**config.mk**
```make
export PLATFORM = sky130hd
export DESIGN_NAME = fetch_queue_unit
export DESIGN_NICKNAME = d
export VERILOG_FILES = /design/src/rtl/fetch_queue_unit_pkg.sv /design/src/rtl/fetch_fifo_mem.sv /design/src/rtl/fetch_queue_unit.sv
export SDC_FILE = /design/constraint.sdc
export NUM_CORES = 1
export LEC_CHECK = 0
export BUFFER_PORTS_ARGS = -buffer_cell sky130_fd_sc_hd__buf_2
export CAP_MARGIN = 40
export CELL_PAD_IN_SITES_DETAIL_PLACEMENT = 2
export CELL_PAD_IN_SITES_GLOBAL_PLACEMENT = 2
export CORE_UTILIZATION = 40
export CTS_CLUSTER_SIZE = 24
export DETAILED_ROUTE_END_ITERATION = 10
export PLACE_DENSITY_LB_ADDON = 0.1
export SYNTH_ARGS = -nofsm -noshare
export SYNTH_HDL_FRONTEND = slang
export SYNTH_SLANG_ARGS = --single-unit
```
**constraint.sdc**
```tcl
create_clock -name clk -period 3.6 [get_ports clk]
set_input_delay 0.54 -clock clk [delete_from_list [all_inputs] [get_ports clk]]
set_output_delay 0.54 -clock clk [all_outputs]
set_load 0.01 [all_outputs]
```
**src/rtl/fetch_queue_unit_pkg.sv**
```systemverilog
// ---------------------------------------------------------------------------
// fetch_queue_unit_pkg
// Shared processor package for the instruction fetch front end.
// Holds the default instruction/PC widths, the prefetch queue depth and the
// state encoding of the fetch control FSM.
// ---------------------------------------------------------------------------
package fetch_queue_unit_pkg;

    localparam int FQ_DATA_W = 32;
    localparam int FQ_ADDR_W = 32;
    localparam int FQ_DEPTH  = 4;

    // RUN is normal fetching; SQUASH is the single cycle after a redirect in
    // which the response to the pre-redirect request is thrown away.
    typedef enum logic {
        ST_RUN    = 1'b0,
        ST_SQUASH = 1'b1
    } fq_state_e;

endpackage

```
**src/rtl/fetch_fifo_mem.sv**
```systemverilog
// ---------------------------------------------------------------------------
// fetch_fifo_mem
// Storage array for the prefetch queue: DEPTH entries of {instr, pc}, one
// synchronous write port and one asynchronous read port. Holds no control;
// pointers and occupancy live in fetch_queue_unit.
// Ports:
//   clk    in  clock, rising edge
//   rst    in  synchronous active-high reset, clears every entry
//   we     in  write enable
//   waddr  in  write index
//   wdata  in  entry to write {instr, pc}
//   raddr  in  read index
//   rdata  out entry at raddr (combinational)
// ---------------------------------------------------------------------------
module fetch_fifo_mem
    import fetch_queue_unit_pkg::*;
#(
    parameter int DATA_W = FQ_DATA_W,
    parameter int ADDR_W = FQ_ADDR_W,
    parameter int DEPTH  = FQ_DEPTH
) (
    input  logic                       clk,
    input  logic                       rst,
    input  logic                       we,
    input  logic [$clog2(DEPTH)-1:0]   waddr,
    input  logic [DATA_W+ADDR_W-1:0]   wdata,
    input  logic [$clog2(DEPTH)-1:0]   raddr,
    output logic [DATA_W+ADDR_W-1:0]   rdata
);

    localparam int ENTRY_W = DATA_W + ADDR_W;

    logic [ENTRY_W-1:0] mem [DEPTH];

    // Reset clears the storage so an empty queue never shows stale data.
    always_ff @(posedge clk) begin
        if (rst) begin
            for (int i = 0; i < DEPTH; i++) begin
                mem[i] <= '0;
            end
        end else if (we) begin
            mem[waddr] <= wdata;
        end
    end

    assign rdata = mem[raddr];

endmodule

```
**src/rtl/fetch_queue_unit.sv**
```systemverilog
// ---------------------------------------------------------------------------
// fetch_queue_unit
// Instruction prefetch queue. Issues fetch requests to instruction memory
// (response one cycle later), buffers up to DEPTH {instr, pc} entries and
// hands the head entry to decode. A redirect flushes the queue and refetches
// from the target; the stale response in flight is dropped.
// Ports:
//   clk          in  clock, rising edge
//   rst          in  synchronous active-high reset
//   start_pc     in  boot PC, sampled while rst=1
//   imem_req     out fetch request this cycle
//   imem_addr    out fetch address (registered fetch PC)
//   imem_rdata   in  instruction, valid one cycle after an accepted request
//   redirect     in  taken branch/jump: flush and refetch
//   redirect_pc  in  target PC when redirect=1
//   deq          in  decode accepts the head entry
//   out_valid    out head entry present
//   out_instr    out head instruction
//   out_pcplus4  out head PC + DATA_W/8
//   count        out occupied entries
// ---------------------------------------------------------------------------
module fetch_queue_unit
    import fetch_queue_unit_pkg::*;
#(
    parameter int DATA_W = FQ_DATA_W,
    parameter int ADDR_W = FQ_ADDR_W,
    parameter int DEPTH  = FQ_DEPTH
) (
    input  logic                       clk,
    input  logic                       rst,
    input  logic [ADDR_W-1:0]          start_pc,
    output logic                       imem_req,
    output logic [ADDR_W-1:0]          imem_addr,
    input  logic [DATA_W-1:0]          imem_rdata,
    input  logic                       redirect,
    input  logic [ADDR_W-1:0]          redirect_pc,
    input  logic                       deq,
    output logic                       out_valid,
    output logic [DATA_W-1:0]          out_instr,
    output logic [ADDR_W-1:0]          out_pcplus4,
    output logic [$clog2(DEPTH+1)-1:0] count
);

    localparam int PTR_W   = $clog2(DEPTH);
    localparam int CNT_W   = $clog2(DEPTH + 1);
    localparam int ENTRY_W = DATA_W + ADDR_W;
    localparam logic [ADDR_W-1:0] INSTR_BYTES = ADDR_W'(DATA_W / 8);

    fq_state_e          state, next_state;
    logic [ADDR_W-1:0]  fetch_pc;
    logic               req_q;
    logic [ADDR_W-1:0]  req_pc_q;
    logic [PTR_W-1:0]   rd_ptr, wr_ptr;
    logic [CNT_W-1:0]   count_q;

    logic               squash;
    logic               inflight;
    logic [CNT_W:0]     occupancy;
    logic               head_live;
    logic               push;
    logic               pop;
    logic [ENTRY_W-1:0] head_entry;
    logic [DATA_W-1:0]  head_instr;
    logic [ADDR_W-1:0]  head_pc;

    // Control decode. A request is only issued if the queue can still hold
    // its response, counting the one already in flight, so the queue can
    // never overflow. The response arriving during SQUASH belongs to a
    // pre-redirect request and does not count as in flight.
    always_comb begin
        squash    = (state == ST_SQUASH);
        inflight  = req_q && !squash;
        occupancy = {1'b0, count_q} + (CNT_W+1)'(inflight);
        imem_req  = !rst && (occupancy < (CNT_W+1)'(DEPTH));
        head_live = !rst && (count_q != '0);
        out_valid = head_live && !redirect;
        push      = req_q && !squash && !redirect && !rst;
        pop       = deq && out_valid;
    end

    // FSM next state: any redirect lands in (or stays in) SQUASH for one cycle.
    always_comb begin
        next_state = state;
        case (state)
            ST_RUN:    if (redirect) next_state = ST_SQUASH;
            ST_SQUASH: next_state = redirect ? ST_SQUASH : ST_RUN;
            default:   next_state = ST_RUN;
        endcase
    end

    // FSM state register.
    always_ff @(posedge clk) begin
        if (rst) begin
            state <= ST_RUN;
        end else begin
            state <= next_state;
        end
    end

    // Fetch PC, request tracking, queue pointers and occupancy. A redirect
    // empties the queue by snapping rd_ptr onto wr_ptr, overriding any
    // push/pop in the same cycle.
    always_ff @(posedge clk) begin
        if (rst) begin
            fetch_pc <= start_pc;
            req_q    <= 1'b0;
            req_pc_q <= '0;
            rd_ptr   <= '0;
            wr_ptr   <= '0;
            count_q  <= '0;
        end else begin
            req_q <= imem_req;
            if (imem_req) begin
                req_pc_q <= fetch_pc;
            end
            if (redirect) begin
                fetch_pc <= redirect_pc;
                rd_ptr   <= wr_ptr;
                count_q  <= '0;
            end else begin
                if (imem_req) begin
                    fetch_pc <= fetch_pc + INSTR_BYTES;
                end
                if (push) begin
                    wr_ptr <= wr_ptr + PTR_W'(1);
                end
                if (pop) begin
                    rd_ptr <= rd_ptr + PTR_W'(1);
                end
                case ({push, pop})
                    2'b10:   count_q <= count_q + CNT_W'(1);
                    2'b01:   count_q <= count_q - CNT_W'(1);
                    default: count_q <= count_q;
                endcase
            end
        end
    end

    fetch_fifo_mem #(
        .DATA_W (DATA_W),
        .ADDR_W (ADDR_W),
        .DEPTH  (DEPTH)
    ) u_mem (
        .clk   (clk),
        .rst   (rst),
        .we    (push),
        .waddr (wr_ptr),
        .wdata ({imem_rdata, req_pc_q}),
        .raddr (rd_ptr),
        .rdata (head_entry)
    );

    assign head_instr = head_entry[ENTRY_W-1:ADDR_W];
    assign head_pc    = head_entry[ADDR_W-1:0];

    // Head outputs read as zero whenever there is no live entry.
    assign out_instr   = head_live ? head_instr : '0;
    assign out_pcplus4 = head_live ? (head_pc + INSTR_BYTES) : '0;
    assign imem_addr   = fetch_pc;
    assign count       = count_q;

endmodule

```
# ---- After elaboration in Yosys (flattened, before gate mapping)
# Memories as Yosys holds them, arrays and structs flattened. A register that Yosys moved wholly into a read port is not among the register bits.
# Index checks and enable logic that the tools add are counted.
dict set report totals {
  ff_bits 73
  latch_bits 0
  mem_bits_rw 256
  rom_bits 0
  in_bits 100
  output_inout_bits 101
  wordCells 55
  memories 1
}
# name words width rd rd_ports_with_merged_regs wr line
set mem_list {}
lappend mem_list {u_mem.mem 4 64 1 1 4 fetch_fifo_mem.sv:33} ;# logic [ENTRY_W-1:0] mem [DEPTH];
dict set report classes {
  addsub 7
  n_mul 0
  div 0
  order_cmp 1
  n_eq_ne 2
  n_shift 0
  mux 19
  bitwise_logic 1
  reduce_logical 17
}
# cell n
set op_table {}
lappend op_table {{$mux 32} 5}
lappend op_table {{$add 32x3->32 const B} 2}
lappend op_table {{$mux 64} 1}
lappend op_table {{$reduce_or 64->1} 1}
lappend op_table {{$mux 2} 5}
lappend op_table {{$logic_and 1x1->1} 7}
lappend op_table {{$mux 1} 7}
lappend op_table {{$pmux 3 s2} 1}
lappend op_table {{$reduce_bool 3->1} 2}
lappend op_table {{$add 2x1->2 const B} 2}
lappend op_table {{$add 3x1->4} 1}
lappend op_table {{$lt 4x3->1 const B} 1}
lappend op_table {{$reduce_bool 2->1} 2}
lappend op_table {{$add 3x1->3 const B} 1}
lappend op_table {{$logic_not 1->1} 3}
lappend op_table {{$sub 3x1->3 const B} 1}
lappend op_table {{$eq 2x1->1 const B} 1}
lappend op_table {{$eq 2x2->1 const B} 1}
lappend op_table {{$reduce_and 2->1} 1}
lappend op_table {{$reduce_or 2->1} 1}
lappend op_table {{$not 1->1} 1}

# ---- Depth between registers and ports, before layout
# Gate-level depths: netlist (run 1).
dict set report logic_depth {
  depth_word 9
  mapped_depth 11
  depth_no_buf 11
}

# ---- By module
# A second synthesis (run 1) with hierarchy kept.
dict set report unflattened {
  hier_cells 1213
  area_unflattened_um2 15666.3
}
# module instances cells_each area_each_um2 seq_area_each_um2
set by_module_without_submodules {}
lappend by_module_without_submodules {fetch_fifo_mem 1 627 11074.4 7687.4}
lappend by_module_without_submodules {fetch_queue_unit 1 586 4591.9 1781.7}

# ---- Worst setup path before layout (run 1)
# OpenSTA, ideal clock, no wires.
dict set report synth_timing {
  kind {reg2out}
  startpoint {register (tool-made name)}
  endpoint {output out_pcplus4[18]}
  arrival_ps 2594
  required_ps 3060
  path_slack_ps 466
  path_stages_with_launch 10
  n_path_buf 3
  path_cell_list {dfxtp_1 -> buf_6 -> buf_12 -> mux4_1 -> ha_1 -> nand4_4 -> or4_4 -> buf_4 -> or3_1 -> a21oi_1}
}
# item line
set synth_lines {}
lappend synth_lines {{end: declaration} fetch_queue_unit.sv:40} ;# output logic [ADDR_W-1:0] out_pcplus4,

==> results of run 1 <==
[power groups by stage]
stage | sequential [mW] | combinational, mW | clock (mW)
floorplan | 4.55 | 0.380 | 0
global placement | 4.59 | 0.660 | 0
detailed placement | 4.61 | 0.683 | 0
CTS | 4.53 | 0.717 | 3.85
global route | 4.56 | 0.786 | 3.97
finish | 4.53 | 0.721 | 3.77
[layer usage]
layer / up-vias / share of wire
met5: - / 0
met4: 0 / 0.015
met3: 49 / 0.044
met2: 270 / 0.50
met1: 5713 / 0.45
li1: 4934 / -
[placed cells by master (no fill, tap or decap), types with 10 or more instances in the layout]
master,instances
a21oi_1,55
and2_1,232
and3_1,66
buf_2,199
buf_4,50
clkbuf_16,40
clkinv_2,11
dfxtp_1,41
edfxtp_1,288
inv_1,14
mux2i_1,10
mux4_2,63
nand2_1,107
nand3_1,19
nand4_1,11
nor2_1,28
nor3_1,16
o21ai_0,29
o31ai_1,10
xnor2_1,29
[cells by family (layout without fill, tap and decap cells)]
family	count (synthesis)	after routing	share of synthesized area
multiplexers	75	75	0.102
adder cells (fa/ha/maj)	4	4	0.00365
flip-flops	331	331	0.603
AO/OA/AOI/OAI	128	128	0.0474
other	0	1	0
XOR/XNOR	36	36	0.0200
AND/OR/NAND/NOR	546	547	0.196
buffers and inverters	101	348	0.0272
[path summary, 6_finish.rpt]
| path | from | cells past startpoint | endpoint | slack (ns) |
|---|---|---|---|---|
| hold reg to reg | req_pc_q[29] | 2 | req_pc_q[29] | 0.50 |
| setup reg to reg | imem_addr[4] | 5 | imem_addr[28] | 1.04 |
| setup / recovery | flip-flop | 8 | out_pcplus4[27] | -0.02 |
| hold / removal | start_pc[11] | 3 | imem_addr[11] | 0.28 |
[worst max-delay path, delay by kind of cell (launching register included)]
family | cells | cell delay [ns]
simple gates | 3 | 0.91
mux | 1 | 0.34
buf+inv | 3 | 0.60
compound gates | 1 | 0.22
flops | 1 | 0.45
[area by class of cell]
| class | count | area [um2] | area share |
|---|---|---|---|
| antenna | 1 | 2.50 | 0.000132 |
| clock buffer | 53 | 1080 | 0.0568 |
| clock inverter | 16 | 124 | 0.00653 |
| inverter | 16 | 60.1 | 0.00316 |
| multi-input combinational | 790 | 5930 | 0.313 |
| sequential | 331 | 9520 | 0.501 |
| tap | 518 | 648 | 0.0342 |
| timing repair buffer | 263 | 1620 | 0.0851 |
[state kept, by name (all words and copies together) (netlist names), named ones only]
register	flops
count	3
imem_addr	32
rd_ptr	2
req_pc_q	32
req_q	1
squash	1
u_mem.mem	256
wr_ptr	2
[cells in the mapped netlist, drive strengths merged (4+ instances only)]
master	number
edfxtp	288
and2	232
nand2	110
clkbuf	73
and3	66
mux4	64
a21oi	56
dfxtp	43
o21ai	31
nor2	30
xnor2	29
nand3	21
nor3	17
inv	15
o31ai	14
nand4	13
buf	12
or4	11
mux2i	10
nor4	9
or3	8
a22oi	7
and4	7
nand2b	7
xor2	7
o21a	6
nand4b	4
o22ai	4
or2	4
[timing repair]
item                                    in CTS  in global routing
gates resized for setup                     28                 21
pin swaps                                    6                  5
hold buffers                                 0                  0
cloned                                       1                  1
endpoints found under the setup margin      13                 14
setup buffers                               23                  5
==> summary.txt, run 1 <==
Final layout
  • Fin util: 0.490
  • Share of cells above drive strength 1: 0.287
  • # fillers: roughly 3800
  • Layout area overhead: 20.4%
  • Final cell count without fillers: a little under 2000
  • Post-route cell area: 0.0190 mm2
  • Final #Nets: around 1500

STA
  • Period utilization: 1.01
  • Slew HR: 0.482
  • Worst slew pin tran: 0.778 ns
  • Post-layout min period: 3.62 ns
  • Worst Skew: between 0.015 and 0.02 ns
  • FMAX: between 0.2 and 0.3 GHz
  • Final TNS setup: -0.0223 ns
  • RSZ-0062 raised after global routing: yes
  • Fin Hold WS: roughly 0.28 ns
  • Final-report setup violation count: 1
  • Max-slew violations: 0
  • Final worst slack: -0.0223 ns
  • Final Hold Fails: 0

Pwr
  • Worst VDD drop: 0.245 mV
  • Switching pwr: about 2.2 mW
  • Sw frac: 0.240
  • Clock share of power: 0.418
  • Lkg Pwr: 7.43 nW
  • Power per Cell Area: between 400 and 500 mW/mm2
  • Combinational power share: 0.080
  • Seq pwr share: 0.503
  • Pint: around 7 mW
  • Total power: between 9 and 10 mW

Global route
  • Grt met3 use: 0.0380
  • Initial antenna violation count: 1
  • GR Util met1: 0.338
  • GR peak layer: met2
  • Vias in the first global route: around 12000
  • Largest net degree at the start of global routing: 65
  • Global Route met2 Usage: 0.422
  • First-pass GRT wire length: between 70 and 80 mm
  • GRT Residual Overflow: 0
  • Gr usage total: 0.249

Synthesis
  • Syn_area_per_cell: about 13 um2
  • Post-synthesis instance total: 1221
  • Synth area leader: edfxtp_1
  • FF+latch count, synth: between 300 and 400
  • Area contributors post-synth: edfxtp_1 (55%), and2_1 (9.2%), mux4_2 (6.9%), dfxtp_1 (5.5%), mux4_1 (2.7%)
  • Commonest register cell after synthesis: edfxtp_1
  • Synthesized area: about 0.016 mm2
  • Post-synthesis sequential area ratio: 0.603
  • Post-synth EDFFs: between 200 and 300
  • Post-synth ARST share: 0
  • Syn Nets: between 1000 and 1500
  • Synth cell types: 55
  • Ys Warns: 0
  • Synth top area share: 0.549

Worst setup path
  • Worst setup SP type: flip-flop
  • Crit. End Element: output port
  • CP max stage delay: ~0.45 ns
  • CP max-delay cell: dfxtp_4
  • Data required, critical path: 3.06 ns
  • Worst path arrival time: just over 3 ns
  • Critical path type: flip-flop to output port
  • Worst-path maximum fanout: 15
  • Worst-path cell chain: buf_8, mux4_2, and4_2, nand4b_1, buf_4, or4_1, a21oi_1, buf_2

Detailed routing
  • Post-Route WL: a little under 50 mm
  • Vias per cell: around 5.5
  • Initial DRC count: 566
  • Drt first pass iters: 4
  • Detailed-route DRC error count: 0
  • WL per Instance: about 25 um
  • ANT nets after route: 0
  • Vias: about 11000

Placed design
  • PortBufs: 200
  • Dpl ws: between 0.2 and 0.3 ns
  • Placed cells: about 1900
  • GPL Wtd Cong: 0.789
  • Placed cell area: between 0.015 and 0.02 mm2
  • Half-perimeter wire length after detailed placement: about 30 mm

Die
  • Number of I/O pins: between 200 and 250
  • Core area: between 0.03 and 0.04 mm2
  • Die area: slightly above 0.04 mm2
  • Die W: between 200 and 250 um
  • Die Y: 201 um
  • Rows: 72
  • Starting Density: 0.407

Flow run
  • Max Cap Violations: 0

Clock tree
  • Number of clock sinks: 331
  • H-tree Lvls: 2
  • Deepest clock path buffer count: 3
  • CTS tree: built
  • Clk_lat worst skew: 0.54 ns
  • Number of CTS-inserted buffers: 38
  • CTS clk-pin slew, worst paths: ~0.060 ns
  • Clock Root Buffer: clkbuf_16

Status
  • Violated checks: setup timing
  • Status: complete, but fails checks

Min path
  • Hold Crit Class: primary input to flip-flop
No activity file was read; power rests on OpenSTA's default activity.
==> run 2, diff against run 1 <==
--- a/config.mk
+++ b/config.mk
@@ -13,6 +13,7 @@
 export CTS_CLUSTER_SIZE = 24
 export DETAILED_ROUTE_END_ITERATION = 10
 export PLACE_DENSITY_LB_ADDON = 0.1
+export SETUP_SLACK_MARGIN = 0.2
 export SYNTH_ARGS = -nofsm -noshare
 export SYNTH_HDL_FRONTEND = slang
 export SYNTH_SLANG_ARGS = --single-unit
==> run 2 against run 1 <==
  * The run still ends with setup timing left
  * Sequential share of layout area is 0.18 points lower
  * Hold slack better by 0.0010 ns
  * Die area stayed put
  * Cell count is 0.15% higher
  * Non-clock buffer count is 3 higher
  * Clock skew is 0.0011 ns lower
  * Count of clock-buffer cells in the layout stayed put
  * Cell area is 0.37% higher
  * Clock power hardly changed
  * First-iteration DRC count is 3.2% lower
  * Critical endpoint unchanged
  * Largest cell class unchanged
==> summary.txt, run 2 (synthesis gave the netlist of run 1 again) <==
Status
  • Status: complete, but fails checks
  • Violated checks: setup timing

Die
  • Die Y: about 200 um
  • Die area: 0.0402 mm2
  • Die W: 201 um
  • Rows: 72
  • Core area: 0.0387 mm2
  • Number of I/O pins: between 200 and 250
  • Starting Density: 0.407

Worst setup path
  • CP max stage delay: about 0.50 ns
  • Worst path arrival time: roughly 3.1 ns
  • Reg2reg path depth: 5
  • Critical path type: flip-flop to output port
  • Flop2flop setup slack: 1.04 ns
  • Crit. End Element: output port
  • Worst setup SP type: flip-flop
  • Worst-path maximum fanout: 8
  • Worst-path cell chain: buf_12, mux4_2, nand4_1, buf_4, or3_4, or4_1, a21oi_1, buf_2
  • Reg2reg end: imem_addr[28]
  • CP max-delay cell: or4_1
  • R2R Path Start: imem_addr[4]
  • Worst path bufs/invs: 3
  • Delay-heaviest family, CP: simple AND/OR/NAND/NOR gates
  • Data required, critical path: just over 3 ns

Global route
  • Gr usage total: 0.250
  • First-pass GRT wire length: around 76 mm
  • Initial antenna violation count: 1
  • Largest net degree at the start of global routing: 65
  • GRT Residual Overflow: 0
  • Vias in the first global route: between 10000 and 15000

STA
  • Slew HR: 0.488
  • Period utilization: 1.01
  • Worst Skew: roughly 0.016 ns
  • Final worst slack: -0.0249 ns
  • FMAX: 0.276 GHz
  • Final Hold Fails: 0
  • Worst slew pin tran: 0.768 ns
  • Post-layout min period: roughly 3.6 ns
  • Max-slew violations: 0
  • RSZ-0062 raised after global routing: yes
  • Final-report setup violation count: 2
  • Fin Hold WS: 0.285 ns

Min path
  • Worst hold start: start_pc[11]
  • Min-Delay Endpoint: imem_addr[11]
  • Hold Crit Class: primary input to flip-flop
  • Hold Path Depth: 3

Placed design
  • GPL Wtd Cong: ~0.79
  • PortBufs: 200
  • Half-perimeter wire length after detailed placement: just over 30 mm
  • Dpl ws: 0.291 ns

Detailed routing
  • Drt first pass iters: 5
  • Vias: 10900
  • WL per Instance: around 25 um
  • Initial DRC count: around 550
  • Detailed-route DRC error count: 0
  • Vias per cell: about 5.5
  • Post-Route WL: roughly 50 mm
  • ANT nets after route: 0

Pwr
  • Power per Cell Area: roughly 470 mW/mm2
  • Worst VDD drop: roughly 0.24 mV
  • Lkg Pwr: between 7 and 8 nW

Flow run
  • Max Cap Violations: 0

Clock tree
  • CTS tree: built
  • Number of clock sinks: approximately 330
  • H-tree Lvls: 2
  • Clock Root Buffer: clkbuf_16
  • CTS clk-pin slew, worst paths: approximately 0.06 ns
  • Hold_buf cts: 0
  • Clk_lat worst skew: approximately 0.54 ns
  • Number of CTS-inserted buffers: 38
  • Deepest clock path buffer count: 3

Final layout
  • Final #Nets: 1547
  • # fillers: between 3000 and 4000
  • Leading cell type in the layout, fill and taps excluded: edfxtp_1
  • Max reg flops: 256
  • Share of cells above drive strength 1: 0.296
  • Layout area overhead: 20.8%
  • Largest Register: u_mem.mem
  • Leading cell types in the layout, fill and taps excluded: edfxtp_1 (288), and2_1 (232), buf_2 (198), nand2_1 (106), and3_1 (66)
[run 2: how the worst max path moves through the flow]
stage | start | to | slack [ns] | cells past startpoint
5_1_grt | flip-flop | out_pcplus4[27] | -0.12 | 8
3_5_place_dp | flip-flop | out_pcplus4[24] | 0.29 | 7
3_3_place_gp | flip-flop | out_pcplus4[24] | 0.33 | 7
6_report | flip-flop | out_pcplus4[27] | -0.02 | 8
2_1_floorplan | flip-flop | out_pcplus4[18] | 0.47 | 9
4_1_cts | flip-flop | out_pcplus4[30] | 0.01 | 7
[run 2: per-stage QoR]
step           power (mW)  std cells   util  cell area (um2)  TNS (ns)
2_1_floorplan        4.93       1221      -            15800         0
3_3_place_gp         5.25       1887  0.450            17400         0
3_5_place_dp         5.29       1888  0.450            17400         0
4_1_cts              9.11       1986  0.489            18900         0
5_1_grt              9.32       1990  0.492            19000    -0.730
6_report             9.02       1991  0.492            19000   -0.0278
[run 2: worst reg2reg max path: stages (launching register included)]
cell	delay [ns]
edfxtp_1	0.50
and4_1	0.39
nand4_1	0.56
nor4_1	0.51
mux2i_1	0.27
nand2_1	0.07
[run 2: timing repair]
item                       in CTS  in global routing
buffers inserted               28                  3
pin swaps                      16                  8
gates cloned                    1                  1
gates resized for setup        46                 14
setup endpoints to repair      17                 19
[run 2: routing by layer]
metal	vias to the layer above	GRT usage	wire, um
met5	-	0	0
met4	0	0.0559	695
met3	46	0.0386	2320
met2	302	0.423	24500
met1	5630	0.338	21900
li1	4942	-	-
[run 2: where the power goes]
part	switching, mW	total [mW]	internal, mW
clock	1.58	3.76	2.18
combinational	0.419	0.724	0.305
sequential	0.163	4.53	4.37
total	2.16	9.02	6.85
[run 2: area by class of cell]
cell class | instances | area (um2) | share of cell area
repair buffers | 266 | 1660 | 0.0870
well taps | 518 | 648 | 0.0340
flip-flops and latches | 331 | 9520 | 0.500
inverters | 16 | 60.1 | 0.00315
diodes | 1 | 2.50 | 0.000131
clock buffers | 53 | 1080 | 0.0566
clock inverters | 16 | 124 | 0.00650
multi-input cells | 790 | 5960 | 0.313
==> run 3, diff against run 2 <==
--- a/config.mk
+++ b/config.mk
@@ -9,6 +9,7 @@
 export CAP_MARGIN = 40
 export CELL_PAD_IN_SITES_DETAIL_PLACEMENT = 2
 export CELL_PAD_IN_SITES_GLOBAL_PLACEMENT = 2
+export CORE_MARGIN = 2
 export CORE_UTILIZATION = 40
 export CTS_CLUSTER_SIZE = 24
 export DETAILED_ROUTE_END_ITERATION = 10
==> constraint.sdc (replaced) <==
create_clock -name clk -period 4.15 [get_ports clk]
set_input_delay 0.6225 -clock clk [delete_from_list [all_inputs] [get_ports clk]]
set_output_delay 0.6225 -clock clk [all_outputs]
set_load 0.01 [all_outputs]
==> run 3 against run 2 <==
  * The run now ends clean
  * Cell area fell by 1.9%
  * Cell count fell by 1.2%
  * Flip-flop and latch count did not move
  * Combinational power fell by 20%
  * Power fell by 13%
  * Critical path depth fell by 1
  * Clock skew fell by 0.0027 ns
  * Largest power group unchanged
==> summary.txt, run 3 (synthesis gave the netlist of run 1 again) <==
Status
  • Status: finished clean

Clock tree
  • Clock Root Buffer: clkbuf_16
  • Deepest clock path buffer count: 3
  • Clk_lat worst skew: between 0.5 and 0.6 ns
  • H-tree Lvls: 2
  • Number of CTS-inserted buffers: 40
  • Number of clock sinks: between 300 and 400
  • CTS clk-pin slew, worst paths: ~0.07 ns
  • CTS tree: built

Flow run
  • Max Cap Violations: 0

Final layout
  • Leading cell types in the layout, fill and taps excluded: edfxtp_1 (288), and2_1 (232), buf_2 (200), nand2_1 (109), and3_1 (66)
  • Layout area overhead: 18.6%
  • Final cell count without fillers: approximately 2000
  • Final #Nets: about 1500
  • Leading cell type in the layout, fill and taps excluded: edfxtp_1
  • Max reg flops: roughly 260
  • Share of cells above drive strength 1: 0.257
  • Largest Register: u_mem.mem

Detailed routing
  • Drt first pass iters: 5
  • WL per Instance: ~24 um
  • Vias per cell: roughly 5.4
  • Post-Route WL: around 48 mm
  • Vias: 10700
  • Initial DRC count: between 500 and 600
  • ANT nets after route: 0
  • Detailed-route DRC error count: 0

Worst setup path
  • Worst-path maximum fanout: 12
  • Worst setup SP type: flip-flop
  • Critical path type: flip-flop to output port
  • Crit. End Element: output port
  • Data required, critical path: around 3.5 ns
  • Worst path arrival time: between 3 and 4 ns

Global route
  • GR Util met1: 0.317
  • Largest net degree at the start of global routing: 73
  • Gr usage total: 0.235
  • Grt met3 use: 0.0388
  • Initial antenna violation count: 2
  • GR peak layer: met2
  • Vias in the first global route: 11900
  • GRT Residual Overflow: 0
  • Global Route met2 Usage: 0.402
  • First-pass GRT wire length: between 70 and 80 mm

Placed design
  • Half-perimeter wire length after detailed placement: around 30 mm
  • GPL Wtd Cong: about 0.74
  • Placed cells: 1883
  • PortBufs: 200

Pwr
  • Combinational power share: 0.074
  • Pint: 5.96 mW
  • Worst VDD drop: 0.220 mV
  • Sw frac: 0.242
  • Lkg Pwr: 7.33 nW
  • Power per Cell Area: 421 mW/mm2
  • Seq pwr share: 0.500
  • Clock share of power: 0.426
  • Switching pwr: between 1.5 and 2 mW

Die
  • Die W: between 200 and 250 um
  • Number of I/O pins: between 200 and 250
  • Rows: 72
  • Starting Density: 0.407
  • Die area: roughly 0.041 mm2
  • Die Y: ~200 um
  • Core area: between 0.03 and 0.04 mm2

STA
  • Slew HR: 0.400
  • Post-layout min period: between 3 and 4 ns
  • RSZ-0062 raised after global routing: yes
  • Final-report setup violation count: 0
  • Worst slew pin tran: about 0.90 ns
  • Worst Skew: 0.0134 ns
  • FMAX: between 0.2 and 0.3 GHz
  • Period utilization: 0.928
  • Max-slew violations: 0
  • Final TNS setup: 0 ns
  • Final Hold Fails: 0

Min path
  • Hold Crit Class: primary input to flip-flop
-- run 3: cell types whose count changed in the layout (fill, tap and decap cells not counted), sizes merged --
cell      change
clkinvlp      +4
buf          -23
clkinv        +6
bufinv        +1
clkbuf        -9
or4           -1
inv           -1
-- run 3: power by group through the flow --
stage | logic, mW | clock network (mW) | registers [mW]
after floorplan | 0.329 | 0 | 3.95
after global placement | 0.558 | 0 | 3.98
after detailed placement | 0.578 | 0 | 4.00
after CTS | 0.588 | 3.43 | 3.93
after global routing | 0.642 | 3.55 | 3.95
final | 0.581 | 3.35 | 3.93
-- run 3: area by class of cell --
class                           count  area, um2
Tap cell                          518        648
Antenna cell                        1       2.50
Clock inverter                     26        195
Fill cell                        3820      20000
Timing Repair Buffer              242       1360
Inverter                           16       60.1
Multi-Input combinational cell    789       5870
Sequential cell                   331       9520
Clock buffer                       45       1040
-- run 3: timing repair --
item	CTS	global route
pin swaps	1	1
buffers inserted	4	9
gates cloned	0	0
hold buffers	0	0
endpoints found under the setup margin	9	11
gates resized for setup	3	4
-- run 3: worst paths after layout --
path | start | endpoint | slack [ns] | depth (start not counted)
hold reg to reg | req_pc_q[9] | req_pc_q[9] | 0.50 | 2
setup / recovery | flip-flop | out_pcplus4[24] | 0.30 | 7
hold / removal | start_pc[4] | imem_addr[4] | 0.37 | 3
setup reg to reg | imem_addr[4] | imem_addr[31] | 1.43 | 5
-- run 3: per-layer routing --
layer  wire (um)  part of all wire
met2       23500              0.49
met4         809             0.017
met3        2250             0.047
met5          13           0.00027
met1       21200              0.44
-- run 3: worst max-delay path, stage by stage (launching register included) --
cell	delay, ns
dfxtp_4	0.42
buf_4	0.16
mux4_1	0.46
nand4_2	0.20
or4_4	0.60
or4_1	0.54
a21oi_1	0.15
buf_2	0.15
-- run 3: stage by stage --
stage	power, mW	hold WS (ns)	worst slack (ns)	instance area (um2)	utilization
after global placement	4.54	0.477	0.607	17400	0.448
after CTS	7.95	0.343	0.194	18600	0.481
after floorplan	4.27	0.457	0.933	15800	-
after detailed placement	4.58	0.492	0.503	17400	0.448
after global routing	8.14	0.369	0.133	18700	0.482
final	7.87	0.369	0.299	18700	0.483
